[src/rtl/load_pkg.sv]
`default_nettype none
// +--------------------------------------------------------------------------+
// | load_pkg: shared funct3 encodings, FSM state type and load helpers.      |
// | Revision: 1.0                                                            |
// +--------------------------------------------------------------------------+
package load_pkg;

  localparam logic [2:0] F3_LB  = 3'b000;
  localparam logic [2:0] F3_LH  = 3'b001;
  localparam logic [2:0] F3_LW  = 3'b010;
  localparam logic [2:0] F3_LD  = 3'b011;
  localparam logic [2:0] F3_LBU = 3'b100;
  localparam logic [2:0] F3_LHU = 3'b101;
  localparam logic [2:0] F3_LWU = 3'b110;

  typedef enum logic [2:0] {
    ST_IDLE  = 3'd0,
    ST_REQ0  = 3'd1,
    ST_WAIT0 = 3'd2,
    ST_REQ1  = 3'd3,
    ST_WAIT1 = 3'd4,
    ST_RESP  = 3'd5
  } state_e;

  // Low two funct3 bits encode log2 of the access size.
  function automatic logic [3:0] size_bytes(input logic [2:0] f3);
    case (f3[1:0])
      2'b00:   return 4'd1;
      2'b01:   return 4'd2;
      2'b10:   return 4'd4;
      default: return 4'd8;
    endcase
  endfunction

  function automatic logic is_legal(input logic [2:0] f3, input int xlen);
    case (f3)
      F3_LB, F3_LH, F3_LW, F3_LBU, F3_LHU: return 1'b1;
      F3_LD, F3_LWU:                      return (xlen == 64);
      default:                            return 1'b0;
    endcase
  endfunction

endpackage
`default_nettype wire

[src/rtl/load_align_unit_if.sv]
`default_nettype none
// +--------------------------------------------------------------------------+
// | load_align_unit_if: request, memory-read and response signal bundle.     |
// | Revision: 1.0                                                            |
// +--------------------------------------------------------------------------+
interface load_align_unit_if #(
  parameter int XLEN  = 32,
  parameter int TAG_W = 5
) ();
  logic             req_valid;
  logic             req_ready;
  logic [XLEN-1:0]  req_addr;
  logic [2:0]       req_funct3;
  logic [TAG_W-1:0] req_tag;
  logic             mem_req_valid;
  logic             mem_req_ready;
  logic [XLEN-1:0]  mem_addr;
  logic             mem_rvalid;
  logic [XLEN-1:0]  mem_rdata;
  logic             rsp_valid;
  logic             rsp_ready;
  logic [XLEN-1:0]  rsp_data;
  logic [TAG_W-1:0] rsp_tag;
  logic             rsp_fault;

  // master: the surrounding datapath and memory; slave: the load unit.
  modport master (
    output req_valid, req_addr, req_funct3, req_tag,
    output mem_req_ready, mem_rvalid, mem_rdata, rsp_ready,
    input  req_ready, mem_req_valid, mem_addr,
    input  rsp_valid, rsp_data, rsp_tag, rsp_fault
  );

  modport slave (
    input  req_valid, req_addr, req_funct3, req_tag,
    input  mem_req_ready, mem_rvalid, mem_rdata, rsp_ready,
    output req_ready, mem_req_valid, mem_addr,
    output rsp_valid, rsp_data, rsp_tag, rsp_fault
  );
endinterface
`default_nettype wire

[src/rtl/load_extract.sv]
`default_nettype none
// +--------------------------------------------------------------------------+
// | load_extract: shift {hi,lo} by the byte offset, truncate to the access   |
// | size and sign/zero-extend to XLEN bits. Revision: 1.0                    |
// +--------------------------------------------------------------------------+
module load_extract
  import load_pkg::*;
#(
  parameter int XLEN = 32
) (
  input  logic [2*XLEN-1:0]           data_i,
  input  logic [$clog2(XLEN/8)-1:0]   offset_i,
  input  logic [2:0]                  funct3_i,
  output logic [XLEN-1:0]             data_o
);
  localparam int IW = $clog2(2 * XLEN);

  logic [2*XLEN-1:0] shifted_w;
  logic [IW-1:0]     sbit_w;
  logic              fill_w;
  int                nbits_w;

  always_comb begin
    shifted_w = data_i >> {offset_i, 3'b000};
    nbits_w   = 8 * int'(size_bytes(funct3_i));
    sbit_w    = IW'(nbits_w - 1);
    // funct3[2] set selects the unsigned variants.
    fill_w    = !funct3_i[2] && shifted_w[sbit_w];
    data_o    = '0;
    for (int i = 0; i < XLEN; i++) begin
      data_o[i] = (i < nbits_w) ? shifted_w[i] : fill_w;
    end
  end

endmodule
`default_nettype wire

[src/rtl/load_align_unit.sv]
`default_nettype none
// +--------------------------------------------------------------------------+
// | load_align_unit: one-at-a-time load unit issuing aligned word reads and  |
// | returning extended results. Define LOAD_ALIGN_SPLIT_EN to split          |
// | word-crossing loads into two reads instead of faulting. Revision: 1.0    |
// +--------------------------------------------------------------------------+
module load_align_unit
  import load_pkg::*;
#(
  parameter int XLEN  = 32,
  parameter int TAG_W = 5
) (
  input  logic             clk,
  input  logic             rst,
  load_align_unit_if.slave lsu_if
);
  localparam int BYTES = XLEN / 8;
  localparam int OFFW  = $clog2(BYTES);
`ifdef LOAD_ALIGN_SPLIT_EN
  localparam bit SPLIT_EN = 1'b1;
`else
  localparam bit SPLIT_EN = 1'b0;
`endif

  state_e            state_q, state_d;
  logic [XLEN-1:0]   addr_q;
  logic [2:0]        funct3_q;
  logic [TAG_W-1:0]  tag_q;
  logic              fault_q;
  logic [XLEN-1:0]   lo_q;
  logic [XLEN-1:0]   hi_w;
  logic [XLEN-1:0]   aligned_w;
  logic [XLEN-1:0]   ext_w;
  logic              accept_w;
  logic              req_fault_w;
  logic              misal_w;

  function automatic logic crosses(input logic [OFFW-1:0] off, input logic [2:0] f3);
    return (int'(off) + int'(size_bytes(f3))) > BYTES;
  endfunction

  assign accept_w    = (state_q == ST_IDLE) && lsu_if.req_valid;
  assign req_fault_w = !is_legal(lsu_if.req_funct3, XLEN)
                     || (!SPLIT_EN && crosses(lsu_if.req_addr[OFFW-1:0], lsu_if.req_funct3));
  assign misal_w     = crosses(addr_q[OFFW-1:0], funct3_q);
  assign aligned_w   = {addr_q[XLEN-1:OFFW], {OFFW{1'b0}}};

  always_ff @(posedge clk) begin
    if (rst) begin
      state_q  <= ST_IDLE;
      addr_q   <= '0;
      funct3_q <= '0;
      tag_q    <= '0;
      fault_q  <= 1'b0;
      lo_q     <= '0;
    end else begin
      state_q <= state_d;
      if (accept_w) begin
        addr_q   <= lsu_if.req_addr;
        funct3_q <= lsu_if.req_funct3;
        tag_q    <= lsu_if.req_tag;
        fault_q  <= req_fault_w;
      end
      if (state_q == ST_WAIT0 && lsu_if.mem_rvalid) lo_q <= lsu_if.mem_rdata;
    end
  end

`ifdef LOAD_ALIGN_SPLIT_EN
  logic [XLEN-1:0] hi_q;
  always_ff @(posedge clk) begin
    if (rst) hi_q <= '0;
    else if (state_q == ST_WAIT1 && lsu_if.mem_rvalid) hi_q <= lsu_if.mem_rdata;
  end
  assign hi_w = hi_q;
`else
  assign hi_w = '0;
`endif

  always_comb begin
    state_d              = state_q;
    lsu_if.req_ready     = 1'b0;
    lsu_if.mem_req_valid = 1'b0;
    lsu_if.mem_addr      = '0;
    lsu_if.rsp_valid     = 1'b0;
    case (state_q)
      ST_IDLE: begin
        lsu_if.req_ready = 1'b1;
        if (lsu_if.req_valid) state_d = req_fault_w ? ST_RESP : ST_REQ0;
      end
      ST_REQ0: begin
        lsu_if.mem_req_valid = 1'b1;
        lsu_if.mem_addr      = aligned_w;
        if (lsu_if.mem_req_ready) state_d = ST_WAIT0;
      end
      ST_WAIT0: begin
        if (lsu_if.mem_rvalid) state_d = (SPLIT_EN && misal_w) ? ST_REQ1 : ST_RESP;
      end
`ifdef LOAD_ALIGN_SPLIT_EN
      ST_REQ1: begin
        lsu_if.mem_req_valid = 1'b1;
        lsu_if.mem_addr      = aligned_w + XLEN'(BYTES);
        if (lsu_if.mem_req_ready) state_d = ST_WAIT1;
      end
      ST_WAIT1: begin
        if (lsu_if.mem_rvalid) state_d = ST_RESP;
      end
`endif
      ST_RESP: begin
        lsu_if.rsp_valid = 1'b1;
        if (lsu_if.rsp_ready) state_d = ST_IDLE;
      end
      default: state_d = ST_IDLE;
    endcase
  end

  load_extract #(.XLEN(XLEN)) u_extract (
    .data_i   ({hi_w, lo_q}),
    .offset_i (addr_q[OFFW-1:0]),
    .funct3_i (funct3_q),
    .data_o   (ext_w)
  );

  assign lsu_if.rsp_data  = (state_q == ST_RESP && !fault_q) ? ext_w : '0;
  assign lsu_if.rsp_tag   = tag_q;
  assign lsu_if.rsp_fault = (state_q == ST_RESP) && fault_q;

endmodule
`default_nettype wire
[src/flat_wrapper.sv]
// flat-port wrapper written by rule: the top's interface ports become plain ports
module load_align_unit_flat import load_pkg::*;
#(
  parameter int XLEN  = 32,
  parameter int TAG_W = 5
)
  (clk, rst, lsu_if_req_valid, lsu_if_req_addr, lsu_if_req_funct3, lsu_if_req_tag, lsu_if_mem_req_ready, lsu_if_mem_rvalid, lsu_if_mem_rdata, lsu_if_rsp_ready, lsu_if_req_ready, lsu_if_mem_req_valid, lsu_if_mem_addr, lsu_if_rsp_valid, lsu_if_rsp_data, lsu_if_rsp_tag, lsu_if_rsp_fault);
  load_align_unit_if #(.XLEN(XLEN), .TAG_W(TAG_W)) lsu_if_i ();
  input  logic clk;
  input  logic rst;
  input wire logic [$bits(lsu_if_i.req_valid)-1:0] lsu_if_req_valid;
  input wire logic [$bits(lsu_if_i.req_addr)-1:0] lsu_if_req_addr;
  input wire logic [$bits(lsu_if_i.req_funct3)-1:0] lsu_if_req_funct3;
  input wire logic [$bits(lsu_if_i.req_tag)-1:0] lsu_if_req_tag;
  input wire logic [$bits(lsu_if_i.mem_req_ready)-1:0] lsu_if_mem_req_ready;
  input wire logic [$bits(lsu_if_i.mem_rvalid)-1:0] lsu_if_mem_rvalid;
  input wire logic [$bits(lsu_if_i.mem_rdata)-1:0] lsu_if_mem_rdata;
  input wire logic [$bits(lsu_if_i.rsp_ready)-1:0] lsu_if_rsp_ready;
  output wire logic [$bits(lsu_if_i.req_ready)-1:0] lsu_if_req_ready;
  output wire logic [$bits(lsu_if_i.mem_req_valid)-1:0] lsu_if_mem_req_valid;
  output wire logic [$bits(lsu_if_i.mem_addr)-1:0] lsu_if_mem_addr;
  output wire logic [$bits(lsu_if_i.rsp_valid)-1:0] lsu_if_rsp_valid;
  output wire logic [$bits(lsu_if_i.rsp_data)-1:0] lsu_if_rsp_data;
  output wire logic [$bits(lsu_if_i.rsp_tag)-1:0] lsu_if_rsp_tag;
  output wire logic [$bits(lsu_if_i.rsp_fault)-1:0] lsu_if_rsp_fault;
  assign lsu_if_i.req_valid = lsu_if_req_valid;
  assign lsu_if_i.req_addr = lsu_if_req_addr;
  assign lsu_if_i.req_funct3 = lsu_if_req_funct3;
  assign lsu_if_i.req_tag = lsu_if_req_tag;
  assign lsu_if_i.mem_req_ready = lsu_if_mem_req_ready;
  assign lsu_if_i.mem_rvalid = lsu_if_mem_rvalid;
  assign lsu_if_i.mem_rdata = lsu_if_mem_rdata;
  assign lsu_if_i.rsp_ready = lsu_if_rsp_ready;
  assign lsu_if_req_ready = lsu_if_i.req_ready;
  assign lsu_if_mem_req_valid = lsu_if_i.mem_req_valid;
  assign lsu_if_mem_addr = lsu_if_i.mem_addr;
  assign lsu_if_rsp_valid = lsu_if_i.rsp_valid;
  assign lsu_if_rsp_data = lsu_if_i.rsp_data;
  assign lsu_if_rsp_tag = lsu_if_i.rsp_tag;
  assign lsu_if_rsp_fault = lsu_if_i.rsp_fault;
  load_align_unit #(.XLEN(XLEN), .TAG_W(TAG_W)) u_core (.clk(clk), .rst(rst), .lsu_if(lsu_if_i));
endmodule
[config.mk]
export PLATFORM = sky130hd
export DESIGN_NAME = load_align_unit_flat
export DESIGN_NICKNAME = d
export VERILOG_FILES = /design/src/rtl/load_pkg.sv /design/src/rtl/load_align_unit_if.sv /design/src/rtl/load_extract.sv /design/src/rtl/load_align_unit.sv /design/src/flat_wrapper.sv
export SDC_FILE = /design/constraint.sdc
export NUM_CORES = 1
export LEC_CHECK = 0
export BUFFER_PORTS_ARGS = -buffer_cell sky130_fd_sc_hd__buf_4
export CAP_MARGIN = 30
export CORE_MARGIN = 2
export CORE_UTILIZATION = 47
export CTS_BUF_LIST = sky130_fd_sc_hd__clkbuf_4
export CTS_CLUSTER_SIZE = 12
export DETAILED_ROUTE_END_ITERATION = 8
export MAX_ROUTING_LAYER = met4
export PLACE_DENSITY = 0.79
export SETUP_SLACK_MARGIN = 0.5
export SLEW_MARGIN = 5
export SYNTH_ARGS = -nofsm -noshare
export SYNTH_HDL_FRONTEND = slang
export SYNTH_SLANG_ARGS = --single-unit
[constraint.sdc]
create_clock -name clk -period 4.9 [get_ports clk]
set_clock_uncertainty 0.1 [all_clocks]
set_input_delay 0.735 -clock clk [delete_from_list [all_inputs] [get_ports clk]]
set_output_delay 0.735 -clock clk [all_outputs]
set_load 0.005 [all_outputs]
==> results.json <==
{
  "outcome": "finished clean",
  "drt-initial-drc-count": 200,
  "max-vdd-ir-drop_mv": 0.157,
  "cts_resized": 0,
  "start_kind": "register",
  "yosysUniqueCellTypes": 49,
  "yosysMostFrequentCell": "nand2_1",
  "fin_ws_ns": 1.16,
  "grt_antenna_before_repair": 0,
  "p_leak_nw": 2.22,
  "core_area_mm2": 0.00822,
  "post-dp-hpwl_um": 8230,
  "seq_power_share": 0.492,
  "arrival_ns": 2.90,
  "p_int_mw": 0.975,
  "grt_pass1_wl_um": 17800,
  "yosysSeqAreaShare": 0.382,
  "routedWlPerCell_um": 14.7,
  "fin_tns_setup_ns": 0,
  "ioPinCount": 151,
  "relSlewSlack": 0.381,
  "antenna_left": 0,
  "start_util": 0.485,
  "row_count": 33,
  "final_area_mm2": 0.00529,
  "cap_violations": 0,
  "tightest_slew_ns": 0.921,
  "syn_inst": 539,
  "grt_pass1_vias": 3818,
  "grt_max_degree": 77,
  "clock_power_share": 0.313,
  "clkSlewWorstSetupHoldPaths_ns": 0.12,
  "cts.sinks": 76,
  "cts_tree": "built",
  "hold_violations": 0,
  "powerDensity_mw_per_mm2": 259,
  "dpl_cell_area_mm2": 0.00512,
  "cts_made_buffers": 9,
  "ys_ff_latch": 76,
  "syn_to_final_growth_pct": 32.7,
  "synth-simple-area-share": 0.271,
  "synth_compound_area_frac": 0.206,
  "synth_fa_ha_area_frac": 0.0144,
  "synth_warnings": 0,
  "required_ns": 4.07,
  "post-place-ws_ns": 1.42,
  "cp_slowest_stage_delay_ns": 0.70,
  "yosys-top-cells-count": "nand2_1 (171), a21oi_1 (84), dfxtp_1 (76)",
  "overflow": 0,
  "synth_edf_count": 0,
  "synthMuxAreaShare": 0.0675,
  "die_w_um": 96.1,
  "final-setup-viol-count": 0,
  "antenna_cells": 0,
  "gp_congestion": 0.915,
  "h-tree-depth": 3,
  "clockRootBuffer": "clkbuf_4",
  "syn_area_mm2": 0.00399,
  "via_count": 4074,
  "drc_errors": 0,
  "hold_path.class": "register to register",
  "rsz0062_at_grt": "no",
  "fin_crit_ns": 3.74,
  "viasPerCell": 5.27,
  "synth.top_cell.area_share": 0.382,
  "holdBufCountCts": 0,
  "worst-setup-path-type": "register to output pin",
  "reg2reg_setup_slack_ns": 2.93,
  "drv_slew": 0,
  "cts_buffer_depth": 2,
  "clock_latency_ns": 0.41,
  "synth_top_cell_by_area": "dfxtp_1",
  "synth_top_family_by_area": "simple AND/OR/NAND/NOR gates",
  "timing.final.crit_share": 0.763,
  "cts_setup_buffers": 0,
  "routed_wirelength_um": 11300,
  "synth_top_flop_cell": "dfxtp_1",
  "drive_gt1_frac": 0.299,
  "die_area_mm2": 0.00923,
  "fill_cells": 723,
  "critPathMaxFanout": 12,
  "critPathCaptureType": "output pin",
  "synth_area_leaders": "dfxtp_1 (38%), nand2_1 (16%), a21oi_1 (11%), and2_1 (4.9%), mux2_2 (4.2%)",
  "async_flop_share": 0,
  "nets": 745,
  "power_switching_mw": 0.398,
  "numPortBuffers": 148,
  "pwr-share-comb": 0.194,
  "crit_chain": "or2_2, ha_1, inv_1, o311a_1, or4_1, o21ai_1, buf_4",
  "die_h_um": 96.1,
  "netSwitchingFraction": 0.290,
  "drt-pass1-iter-count": 4,
  "grt_usage": 0.252,
  "crit_slowest_cell": "or4_1",
  "avgSynthCellArea_um2": 7.39,
  "max_clock_freq_mhz": 267,
  "synthXorXnorAreaFrac": 0
}
stage by stage:
step | cells | hold WS, ns | power, mW | utilization
floorplan | 540 | 0.332 | 0.844 | -
global placement | 754 | 0.337 | 0.944 | 0.618
detailed placement | 756 | 0.342 | 0.953 | 0.623
CTS | 772 | 0.359 | 1.38 | 0.642
global route | 773 | 0.375 | 1.45 | 0.644
finish | 773 | 0.357 | 1.37 | 0.644
area by class of cell:
class,instances,area [um^2],share of cell area
clock buffers,9,67.6,0.0128
clock inverters,7,90.1,0.0170
inverters,10,37.5,0.00710
multi-input cells,409,2230,0.422
flip-flops and latches,76,1520,0.288
well taps,105,131,0.0248
repair buffers,157,1210,0.229
sequential cells by signal, indices dropped and copies added, names as in the netlist:
name,cells
u_core.lo_q,32
u_core.state_q,3
u_core.funct3_q,3
u_core.addr_q,32
u_core.lsu_if.rsp_tag,5
u_core.fault_q,1
routing by layer:
metal  vias up  track usage  part of all wire
li1       2038            -                 -
met1      1844        0.317              0.43
met3        15       0.0572             0.086
met2       177        0.400              0.47
met4         0       0.0833             0.016
met5         -            -                 0
power groups by stage:
stage	combinational (mW)	clock [mW]	sequential, mW
after floorplan	0.168	0	0.677
after global placement	0.254	0	0.690
after detailed placement	0.261	0	0.692
after CTS	0.262	0.440	0.679
after global routing	0.295	0.469	0.681
final	0.267	0.430	0.676
cell usage in the layout (no fill, tap or decap), drive strengths merged, types with 7 or more instances in the layout:
| cell type | n |
|---|---|
| nand2 | 171 |
| buf | 157 |
| a21oi | 84 |
| dfxtp | 76 |
| and2 | 31 |
| o21ai | 24 |
| mux2 | 15 |
| nor2 | 13 |
| inv | 11 |
| mux2i | 10 |
| clkbuf | 9 |
| o2bb2ai | 8 |
| o211ai | 7 |
worst max-delay path: cells and delay by family, from the launching register on:
kind	cells	cell delay, ns
DFF	1	0.41
adders and majority gates	1	0.35
AOI/OAI and AO/OA	2	0.38
and+or+nand+nor	2	1.12
buffers and inverters	2	0.23
worst paths after layout:
| check | depth (start not counted) | from | end |
|---|---|---|---|
| worst max register to register | 5 | u_core.state_q[2]$_SDFFE_PP0P_ | u_core.lo_q[4]$_SDFFE_PP0P_ |
| worst min-delay path | 2 | u_core.addr_q[26]$_SDFFE_PP0P_ | u_core.addr_q[26]$_SDFFE_PP0P_ |
| worst max-delay path | 7 | u_core.funct3_q[1]$_SDFFE_PP0P_ | lsu_if_rsp_data[22] |
| worst min register to register | 2 | u_core.addr_q[26]$_SDFFE_PP0P_ | u_core.addr_q[26]$_SDFFE_PP0P_ |
logic make-up (layout without fill, tap and decap cells):
| kind of cell | after synthesis | in the layout |
|---|---|---|
| adder cells (fa/ha/maj) | 4 | 4 |
| multiplexers | 25 | 25 |
| flip-flops | 76 | 76 |
| AND/OR/NAND/NOR | 243 | 243 |
| other | 1 | 2 |
| AO/OA/AOI/OAI | 135 | 135 |
| buffers and inverters | 55 | 183 |
(Power assumes the default switching activity.)
